===== src/rtl/alu_pkg.sv =====
// ---------------------------------------------------------------------------
// alu_pkg
// Shared definitions for the ALU operand/result converters and the
// multiply/divide datapath.
//   - 5-bit ALU opcode constants for the multiply/divide group
//   - result_converter state encoding
//   - default data word width
//   - sign tag record captured at issue, plus opcode decode helpers
// ---------------------------------------------------------------------------
package alu_pkg;

  localparam int unsigned WIDTH_DEFAULT = 32;

  localparam logic [4:0] OP_MUL    = 5'b00010;
  localparam logic [4:0] OP_MULH   = 5'b00011;
  localparam logic [4:0] OP_MULHSU = 5'b00100;
  localparam logic [4:0] OP_MULHU  = 5'b00101;
  localparam logic [4:0] OP_DIV    = 5'b00110;
  localparam logic [4:0] OP_DIVU   = 5'b00111;
  localparam logic [4:0] OP_REM    = 5'b01000;
  localparam logic [4:0] OP_REMU   = 5'b01001;

  localparam logic [2:0] ST_IDLE     = 3'd0;
  localparam logic [2:0] ST_WAIT_RES = 3'd1;
  localparam logic [2:0] ST_NEG_LO   = 3'd2;
  localparam logic [2:0] ST_NEG_HI   = 3'd3;
  localparam logic [2:0] ST_OUT      = 3'd4;

  typedef struct packed {
    logic [4:0] opcode;
    logic       sign_1;
    logic       sign_2;
    logic       div_zero;
  } sign_tag_t;

  // Whether the core's unsigned result must be negated for this opcode.
  function automatic logic op_needs_neg(input logic [4:0] op, input logic s1, input logic s2);
    logic neg;
    neg = 1'b0;
    case (op)
      OP_MUL, OP_MULH, OP_DIV: neg = s1 ^ s2;
      OP_MULHSU, OP_REM:       neg = s1;
      default:                 neg = 1'b0;
    endcase
    return neg;
  endfunction

  // Whether the result comes from the high word (product high / remainder).
  function automatic logic op_selects_hi(input logic [4:0] op);
    return (op == OP_MULH) || (op == OP_MULHSU) || (op == OP_MULHU) ||
           (op == OP_REM)  || (op == OP_REMU);
  endfunction

endpackage


===== src/rtl/word_negator.sv =====
// ---------------------------------------------------------------------------
// word_negator
// Computes ~i_x + i_cin with carry out; the building block for two's
// complement negation of single words and of chained 64-bit products.
// Ports:
//   i_x    in  WIDTH  word to invert
//   i_cin  in  1      carry in (1 for the low/only word, chained carry above)
//   o_y    out WIDTH  ~i_x + i_cin
//   o_cout out 1      carry out into the next word
// ---------------------------------------------------------------------------
module word_negator #(
  parameter int unsigned WIDTH = 32
) (
  input  logic [WIDTH-1:0] i_x,
  input  logic             i_cin,
  output logic [WIDTH-1:0] o_y,
  output logic             o_cout
);

  assign {o_cout, o_y} = {1'b0, ~i_x} + {{WIDTH{1'b0}}, i_cin};

endmodule


===== src/rtl/result_converter.sv =====
// ---------------------------------------------------------------------------
// result_converter
// Restores the sign on the unsigned magnitude produced by the multiply/divide
// core. The sign tag is captured at issue, the core result is captured when
// it arrives, the selected word is negated if required, and the 32-bit result
// is offered on a valid/ready port towards writeback.
//
// Build option:
//   RESULT_CONV_FAST_NEG_EN  defined: 64-bit negation in one cycle (two chained
//                            negators, no NEG_HI state); undefined: split
//                            low/high negation over two cycles.
// Ports:
//   clk, rst        clock, synchronous active-high reset
//   issue_valid     in  sign tag offered
//   issue_ready     out idle, tag accepted
//   issue_opcode    in  ALU opcode
//   issue_sign_1/2  in  sign bits of the original operands
//   issue_div_zero  in  divisor is zero
//   issue_dividend  in  original operand 1 (returned by REM/REMU by zero)
//   res_valid       in  core result pulse, sampled only while waiting
//   res_hi/res_lo   in  product halves or remainder/quotient magnitudes
//   out_valid       out result available
//   out_ready       in  consumer accepts
//   out_result      out sign-corrected result
//   busy            out tag held
// ---------------------------------------------------------------------------
module result_converter
  import alu_pkg::*;
#(
  parameter int unsigned WIDTH = WIDTH_DEFAULT
) (
  input  logic             clk,
  input  logic             rst,
  input  logic             issue_valid,
  output logic             issue_ready,
  input  logic [4:0]       issue_opcode,
  input  logic             issue_sign_1,
  input  logic             issue_sign_2,
  input  logic             issue_div_zero,
  input  logic [WIDTH-1:0] issue_dividend,
  input  logic             res_valid,
  input  logic [WIDTH-1:0] res_hi,
  input  logic [WIDTH-1:0] res_lo,
  output logic             out_valid,
  input  logic             out_ready,
  output logic [WIDTH-1:0] out_result,
  output logic             busy
);

  logic [2:0]       r_state;
  sign_tag_t        r_tag;
  logic [WIDTH-1:0] r_dividend;
  logic [WIDTH-1:0] r_hi;
  logic [WIDTH-1:0] r_lo;
  logic [WIDTH-1:0] r_result;
  logic             r_sel_hi;
  // Negated high word of a product: needs the carry out of the low word.
  logic             r_chain;

  logic w_neg;
  logic w_sel_hi;
  logic w_is_mul;
  logic w_is_div;
  logic w_is_rem;

  assign w_neg    = op_needs_neg(r_tag.opcode, r_tag.sign_1, r_tag.sign_2);
  assign w_sel_hi = op_selects_hi(r_tag.opcode);
  assign w_is_mul = (r_tag.opcode == OP_MUL)    || (r_tag.opcode == OP_MULH) ||
                    (r_tag.opcode == OP_MULHSU) || (r_tag.opcode == OP_MULHU);
  assign w_is_div = (r_tag.opcode == OP_DIV) || (r_tag.opcode == OP_DIVU);
  assign w_is_rem = (r_tag.opcode == OP_REM) || (r_tag.opcode == OP_REMU);

`ifdef RESULT_CONV_FAST_NEG_EN
  logic [WIDTH-1:0] w_lo_n;
  logic             w_lo_cout;
  logic [WIDTH-1:0] w_hi_n;
  logic             w_hi_cout;
  logic             w_hi_cin;

  // REM negates the remainder word on its own; products chain the low carry.
  assign w_hi_cin = r_chain ? w_lo_cout : 1'b1;

  word_negator #(.WIDTH(WIDTH)) u_neg_lo (
    .i_x    (r_lo),
    .i_cin  (1'b1),
    .o_y    (w_lo_n),
    .o_cout (w_lo_cout)
  );

  word_negator #(.WIDTH(WIDTH)) u_neg_hi (
    .i_x    (r_hi),
    .i_cin  (w_hi_cin),
    .o_y    (w_hi_n),
    .o_cout (w_hi_cout)
  );
`else
  logic [WIDTH-1:0] w_neg_in;
  logic             w_neg_cin;
  logic [WIDTH-1:0] w_neg_y;
  logic             w_neg_cout;
  logic             r_carry;

  // One shared negator: low word (or REM's high word) in NEG_LO, then the
  // product high word with the stored carry in NEG_HI.
  always_comb begin
    w_neg_in  = r_lo;
    w_neg_cin = 1'b1;
    if (r_state == ST_NEG_HI) begin
      w_neg_in  = r_hi;
      w_neg_cin = r_carry;
    end else if (r_sel_hi && !r_chain) begin
      w_neg_in  = r_hi;
    end
  end

  word_negator #(.WIDTH(WIDTH)) u_neg (
    .i_x    (w_neg_in),
    .i_cin  (w_neg_cin),
    .o_y    (w_neg_y),
    .o_cout (w_neg_cout)
  );
`endif

  always_ff @(posedge clk) begin
    if (rst) begin
      r_state    <= ST_IDLE;
      r_tag      <= '0;
      r_dividend <= '0;
      r_hi       <= '0;
      r_lo       <= '0;
      r_result   <= '0;
      r_sel_hi   <= 1'b0;
      r_chain    <= 1'b0;
`ifndef RESULT_CONV_FAST_NEG_EN
      r_carry    <= 1'b0;
`endif
    end else begin
      case (r_state)
        ST_IDLE: begin
          if (issue_valid) begin
            r_tag.opcode   <= issue_opcode;
            r_tag.sign_1   <= issue_sign_1;
            r_tag.sign_2   <= issue_sign_2;
            r_tag.div_zero <= issue_div_zero;
            r_dividend     <= issue_dividend;
            r_state        <= ST_WAIT_RES;
          end
        end
        ST_WAIT_RES: begin
          if (res_valid) begin
            r_hi     <= res_hi;
            r_lo     <= res_lo;
            r_sel_hi <= w_sel_hi;
            r_chain  <= w_neg && w_sel_hi && w_is_mul;
            if (r_tag.div_zero && w_is_div) begin
              r_result <= '1;
              r_state  <= ST_OUT;
            end else if (r_tag.div_zero && w_is_rem) begin
              r_result <= r_dividend;
              r_state  <= ST_OUT;
            end else if (!w_neg) begin
              r_result <= w_sel_hi ? res_hi : res_lo;
              r_state  <= ST_OUT;
            end else begin
              r_state  <= ST_NEG_LO;
            end
          end
        end
        ST_NEG_LO: begin
`ifdef RESULT_CONV_FAST_NEG_EN
          r_result <= r_sel_hi ? w_hi_n : w_lo_n;
          r_state  <= ST_OUT;
`else
          if (r_chain) begin
            r_carry <= w_neg_cout;
            r_state <= ST_NEG_HI;
          end else begin
            r_result <= w_neg_y;
            r_state  <= ST_OUT;
          end
`endif
        end
`ifndef RESULT_CONV_FAST_NEG_EN
        ST_NEG_HI: begin
          r_result <= w_neg_y;
          r_state  <= ST_OUT;
        end
`endif
        ST_OUT: begin
          if (out_ready) begin
            r_state <= ST_IDLE;
          end
        end
        default: r_state <= ST_IDLE;
      endcase
    end
  end

`ifdef RESULT_CONV_FAST_NEG_EN
  logic w_unused;
  assign w_unused = w_hi_cout;
`else
  logic w_unused;
  assign w_unused = 1'b0;
`endif

  assign issue_ready = (r_state == ST_IDLE);
  assign busy        = (r_state != ST_IDLE);
  assign out_valid   = (r_state == ST_OUT);
  assign out_result  = r_result;

endmodule


===== config.mk =====
export PLATFORM = sky130hd
export DESIGN_NAME = result_converter
export DESIGN_NICKNAME = d
export VERILOG_FILES = /design/src/rtl/alu_pkg.sv /design/src/rtl/word_negator.sv /design/src/rtl/result_converter.sv
export SDC_FILE = /design/constraint.sdc
export NUM_CORES = 1
export LEC_CHECK = 0
export ABC_AREA = 0
export ABC_CLOCK_PERIOD_IN_PS = 5000
export BUFFER_PORTS_ARGS = -buffer_cell sky130_fd_sc_hd__buf_2
export CORE_MARGIN = 4
export CORE_UTILIZATION = 50
export DETAILED_ROUTE_END_ITERATION = 8
export GPL_ROUTABILITY_DRIVEN = 0
export PLACE_DENSITY_LB_ADDON = 0.3
export SKIP_CTS_REPAIR_TIMING = 1
export SYNTH_ARGS = -nofsm -noshare
export SYNTH_HDL_FRONTEND = slang
export SYNTH_SLANG_ARGS = --single-unit

===== constraint.sdc =====
create_clock -name clk -period 5 [get_ports clk]
set_input_delay 0.5 -clock clk [delete_from_list [all_inputs] [get_ports clk]]
set_output_delay 0.5 -clock clk [all_outputs]
set_load 0.01 [all_outputs]

==> impl_metrics.json, run 1 <==
{
  "grt_busiest_layer": "met2",
  "num_io_pins": 144,
  "clock_latency_ns": 0.43,
  "synth.area.top_cells": "dfxtp_1 (37%), nand2_1 (14%), a21oi_1 (8.6%)",
  "min_path_type": "in -> reg",
  "rsz0062_at_grt": "no",
  "status": "complete, no violations",
  "max_freq_mhz": 259,
  "n_antenna_cell": 0,
  "synth_flop_cell": "dfxtp_1",
  "synthArstFlopShare_pct": 0,
  "crit_fanout": 33,
  "die_h_um": 133,
  "worst_setup_path_end_kind": "flop",
  "ant_nets": 0,
  "hold_viol": 0,
  "cpMaxStageDelayCell": "dfxtp_1",
  "routed_wl_um": 26200,
  "cp.arrival_ns": 4.15,
  "syn_inst": 1053,
  "netlist.area_leader.share_pct": 36.5,
  "mostFrequentLayoutCells": "nand2_1 (296), buf_2 (142), dfxtp_1 (142)",
  "syn_avg_cell_area_um2": 7.39,
  "path_cells": "and3b_1 -> nor2_4 -> buf_4 -> mux2i_1 -> ha_1 -> nor3b_1 -> o211ai_2 -> a22o_1 -> a211oi_2 -> xnor2_1 -> o22ai_1",
  "io_buffers": 143,
  "drt_pass1_iterations": 6,
  "grt_overflow_total": 0,
  "synth_nets": 1164,
  "dpl.hpwl_um": 18500,
  "via_per_inst": 6.19,
  "grt_pass1_wl_um": 41000,
  "grt_pass1_vias": 7734,
  "layout_commonest_cell": "nand2_1",
  "drc": 0,
  "core_um2": 15200,
  "post-route-period-util_pct": 77.3,
  "cap_violations": 0,
  "antenna_found_initial": 0,
  "clk_pin_slew_ns": 0.06,
  "fin_skew_ns": 0.0107,
  "start_kind": "flop",
  "synthMuxAreaShare_pct": 4.40,
  "met2_usage_pct": 43.6,
  "cts_tree": "done",
  "max_stage_delay_ns": 0.51,
  "syn_to_final_growth_pct": 16.9,
  "drive_above_1_share_pct": 18.3,
  "globalRouteMet1Util_pct": 40.2,
  "synth_compound_area_share_pct": 22.9,
  "wl_per_cell_um": 19.4,
  "drt_iter0_drc": 1068,
  "placed_cells": 1319,
  "synth-simple-area-share_pct": 28.0,
  "final_nets": 1261,
  "track_usage_pct": 29.1,
  "maxSlewHeadroom_pct": 22.8,
  "cts.sinks": 142,
  "synth-seq-area-share_pct": 36.5,
  "vdd_ir_drop_max_mv": 0.266,
  "final.setup.tns_ns": 0,
  "ys_ff_latch": 142,
  "synth_area_leader_cell": "dfxtp_1",
  "start_util_pct": 51.2,
  "use_met3_pct": 8.25,
  "die_w_um": 133,
  "tightest_slew_ns": 1.16,
  "synthAdderAreaFrac_pct": 0.321,
  "finalSetupViolations": 0,
  "fin_crit_ns": 3.86,
  "vias": 8360,
  "final_cells": 1350,
  "synthDistinctLibCells": 78,
  "cts-root-buf": "clkbuf_16",
  "crit_required_ns": 5.28,
  "synth-edff-count": 0,
  "rows": 45,
  "dieArea_um2": 17600,
  "leakage_uw": 0.00367,
  "maxSlewViolCount": 0,
  "grt_start_max_net_pins": 74,
  "powerDensity_nw_per_um2": 367,
  "clock_path_buffers": 2,
  "path_class": "reg -> reg",
  "synth_area_um2": 7790,
  "synth.yosys.warnings": 0,
  "synth_xor_area_share_pct": 3.15,
  "h-tree-depth": 4,
  "numCtsBuffers": 17,
  "synth_top_family_by_area": "simple AND/OR/NAND/NOR gates"
}
synth_stat cells, types with 6 or more instances:
cell type and number:
nor3_1 22, a211o_1 6, xnor2_1 18, nand2b_1 8, dfxtp_1 142, nand3_1 22
a211oi_1 6, or3_1 15, nor2_1 46, nand3b_1 7, nor4_1 19, buf_2 13
xor2_1 10, o21ai_0 37, nand2_1 297, mux2i_1 26, clkbuf_1 53, o221ai_1 9
a21oi_1 134, nand4_1 11, a31oi_1 18, o211ai_1 8
layout make-up:
type	count	area, um^2
Fill cell	1438	6100
Clock buffer	18	439
Tap cell	188	235
Inverter	4	15.0
Multi-Input combinational cell	828	4580
Timing Repair Buffer	157	823
Clock inverter	13	166
Sequential cell	142	2840
report_power, final:
| part | total (uW) | switching (uW) | internal (uW) |
|---|---|---|---|
| Sequential | 1290 | 83.6 | 1210 |
| Clock | 1300 | 506 | 798 |
| Combinational | 752 | 451 | 301 |
| Total | 3340 | 1040 | 2300 |
per-stage QoR:
| stage | setup slack, ns | hold slack (ns) | util (%) | total power [uW] | instance area, um^2 |
|---|---|---|---|---|---|
| floorplan | 1.33 | 0.427 | - | 1820 | 7790 |
| global placement | 1.44 | 0.439 | 55.9 | 2030 | 8500 |
| detailed placement | 1.26 | 0.445 | 55.9 | 2040 | 8500 |
| CTS | 1.24 | 0.302 | 59.9 | 3330 | 9100 |
| global route | 0.863 | 0.298 | 59.9 | 3480 | 9100 |
| finish | 1.14 | 0.310 | 59.9 | 3340 | 9100 |
layer usage:
| layer | share of wire (%) | up-vias | wire length, um |
|---|---|---|---|
| li1 | - | 3933 | - |
| met1 | 42 | 3848 | 10900 |
| met2 | 44 | 503 | 11400 |
| met3 | 12 | 76 | 3070 |
| met4 | 3.1 | 0 | 811 |
| met5 | 0 | - | 0 |
worst paths after layout:
check | start | to | slack (ns) | cells after the start
worst max-delay path | r_state[2]$_SDFFE_PP0P_ | out_result[28]$_SDFFE_PP0P_ | 1.14 | 11
worst min-delay path | issue_dividend[16] | r_dividend[16]$_SDFFE_PP0P_ | 0.31 | 3
worst max register to register | r_state[2]$_SDFFE_PP0P_ | out_result[28]$_SDFFE_PP0P_ | 1.14 | 11
worst min register to register | r_dividend[29]$_SDFFE_PP0P_ | r_dividend[29]$_SDFFE_PP0P_ | 0.45 | 2
cells by family after synthesis:
kind of cell	after synthesis
compound gates	283
xor+xnor	28
fa+ha+maj	2
buf+inv	83
flops	142
mux	33
simple gates	482
sequential cells by signal, indices dropped and copies added (netlist names):
register    cells
r_tag           8
r_hi           32
r_carry         1
r_chain         1
r_sel_hi        1
r_state         3
r_lo           32
r_dividend     32
out_result     32
critical path: cells and delay by family, from the launching register on:
family,cells,cell delay (ns)
AO/OA/AOI/OAI,4,1.01
XOR/XNOR,1,0.16
adder cells (fa/ha/maj),1,0.27
buffers and inverters,1,0.41
flip-flops,1,0.51
multiplexers,1,0.26
AND/OR/NAND/NOR,3,1.08
No activity file was read; power rests on OpenSTA's default activity.
==> run 2, diff against run 1 <==
--- a/config.mk
+++ b/config.mk
@@ -6,7 +6,7 @@
 export NUM_CORES = 1
 export LEC_CHECK = 0
 export ABC_AREA = 0
-export ABC_CLOCK_PERIOD_IN_PS = 5000
+export ABC_CLOCK_PERIOD_IN_PS = 3300
 export BUFFER_PORTS_ARGS = -buffer_cell sky130_fd_sc_hd__buf_2
 export CORE_MARGIN = 4
 export CORE_UTILIZATION = 50
==> constraint.sdc (replaced) <==
create_clock -name clk -period 3.3 [get_ports clk]
set_input_delay 0.33 -clock clk [delete_from_list [all_inputs] [get_ports clk]]
set_output_delay 0.33 -clock clk [all_outputs]
set_load 0.01 [all_outputs]
==> impl_metrics.json, run 2 (synthesis gave the netlist of run 1 again) <==
{
  "placedInstanceArea_um2": 8630,
  "final.setup.tns_ns": 0,
  "crit_required_ns": 3.62,
  "antenna_found_initial": 0,
  "syn_to_final_growth_pct": 18.6,
  "drive_above_1_share_pct": 19.5,
  "hold_viol": 0,
  "final_nets": 1276,
  "finalSetupViolations": 0,
  "drt_iter0_drc": 975,
  "clk_pin_slew_ns": 0.06,
  "fin_skew_ns": 0.00788,
  "drt_pass1_iterations": 9,
  "worst_setup_path_end_kind": "flop",
  "rsz0062_at_grt": "no",
  "layout_commonest_cell": "nand2_1",
  "status": "complete, but fails checks",
  "fin_ws_ns": 0.230,
  "num_io_pins": 144,
  "start_util_pct": 51.2,
  "final_cells": 1365,
  "n_antenna_cell": 0,
  "rows": 45,
  "via_per_inst": 6.09,
  "cp.arrival_ns": 3.39,
  "dpl.hpwl_um": 18800,
  "fin_crit_ns": 3.07,
  "post-route-period-util_pct": 93.0,
  "placed_cells": 1333,
  "crit_fanout": 9,
  "violations": "design-rule violations",
  "io_buffers": 143,
  "cts_tree": "done",
  "vdd_ir_drop_max_mv": 0.404,
  "maxSlewHeadroom_pct": 45.8,
  "vias": 8318,
  "cts.sinks": 142,
  "dpl_worst_slack_ns": 0.288,
  "min_path_type": "in -> reg",
  "start_kind": "flop",
  "numCtsBuffers": 17,
  "drc": 2,
  "n_fill_cell": 1403,
  "track_usage_pct": 29.0,
  "die_w_um": 133,
  "core_um2": 15200,
  "leakage_uw": 0.00374,
  "cts-root-buf": "clkbuf_16",
  "h-tree-depth": 4,
  "dieArea_um2": 17600,
  "clock_path_buffers": 2,
  "tightest_slew_ns": 0.805,
  "wl_per_cell_um": 19.2,
  "grt_start_max_net_pins": 126,
  "grt_overflow_total": 0,
  "cap_violations": 0,
  "design_area_um2": 9240,
  "grt_pass1_wl_um": 40800,
  "ant_nets": 0,
  "maxSlewViolCount": 0,
  "path_class": "reg -> reg",
  "mostFrequentLayoutCells": "nand2_1 (296), buf_2 (142), dfxtp_1 (142)",
  "die_h_um": 133,
  "grt_pass1_vias": 7594,
  "routed_wl_um": 26200,
  "max_freq_mhz": 326,
  "clock_latency_ns": 0.43,
  "powerDensity_nw_per_um2": 552
}
[run 2: cell count changes in the layout (fill, tap and decap cells not counted), moves of 2 or more]
cell | previous run | this run
buf_4 | 15 | 29
clkinv_4 | 6 | 1
clkbuf_1 | 0 | 2
clkinvlp_4 | 0 | 2
ha_2 | 0 | 2
ha_1 | 2 | 0
[run 2: cell type report]
class	instances	area, um^2	area share [%]
inverter	4	15.0	0.163
tap	188	235	2.55
sequential	142	2840	30.8
clock buffer	21	460	4.99
clock inverter	10	138	1.49
timing repair buffer	172	948	10.3
multi-input combinational	828	4600	49.8
[run 2: path summary, 6_finish.rpt]
kind,startpoint,cells past startpoint,endpoint,slack [ns]
worst min register to register,r_dividend[28]$_SDFFE_PP0P_,2,r_dividend[28]$_SDFFE_PP0P_,0.45
worst max-delay path,r_state[1]$_SDFFE_PP0P_,11,out_result[24]$_SDFFE_PP0P_,0.23
worst max register to register,r_state[1]$_SDFFE_PP0P_,11,out_result[24]$_SDFFE_PP0P_,0.23
worst min-delay path,issue_dividend[7],3,r_dividend[7]$_SDFFE_PP0P_,0.14
[run 2: through the flow]
stage                     hold slack, ns  utilization, %  total power [uW]
after floorplan                    0.427               -              2760
after global placement             0.441            56.8              3110
after detailed placement           0.445            56.8              3120
after CTS                          0.122            60.7              5080
after global routing               0.128            60.8              5300
final                              0.135            60.8              5100
[run 2: routing by layer]
metal / part of all wire, % / wire length [um] / global-route usage (%)
met3: 11 / 2820 / 7.83
met1: 42 / 11100 / 39.9
met2: 43 / 11400 / 42.8
met5: 0 / 0 / 0
met4: 3.5 / 924 / 12.0
[run 2: power by group]
group | internal [uW] | total, uW | switching [uW]
Clock | 1220 | 1970 | 745
Combinational | 481 | 1180 | 701
Sequential | 1830 | 1950 | 121
[run 2: critical path, stage by stage (launching register included)]
cell and delay [ns]:
dfxtp_1 0.47, and3b_1 0.28, nor2_4 0.06, mux2i_1 0.17, ha_2 0.24, ha_2 0.23, nor4b_2 0.20, nand4_1 0.32
a22o_1 0.39, a21oi_2 0.14, xnor2_1 0.10, a2111oi_2 0.36
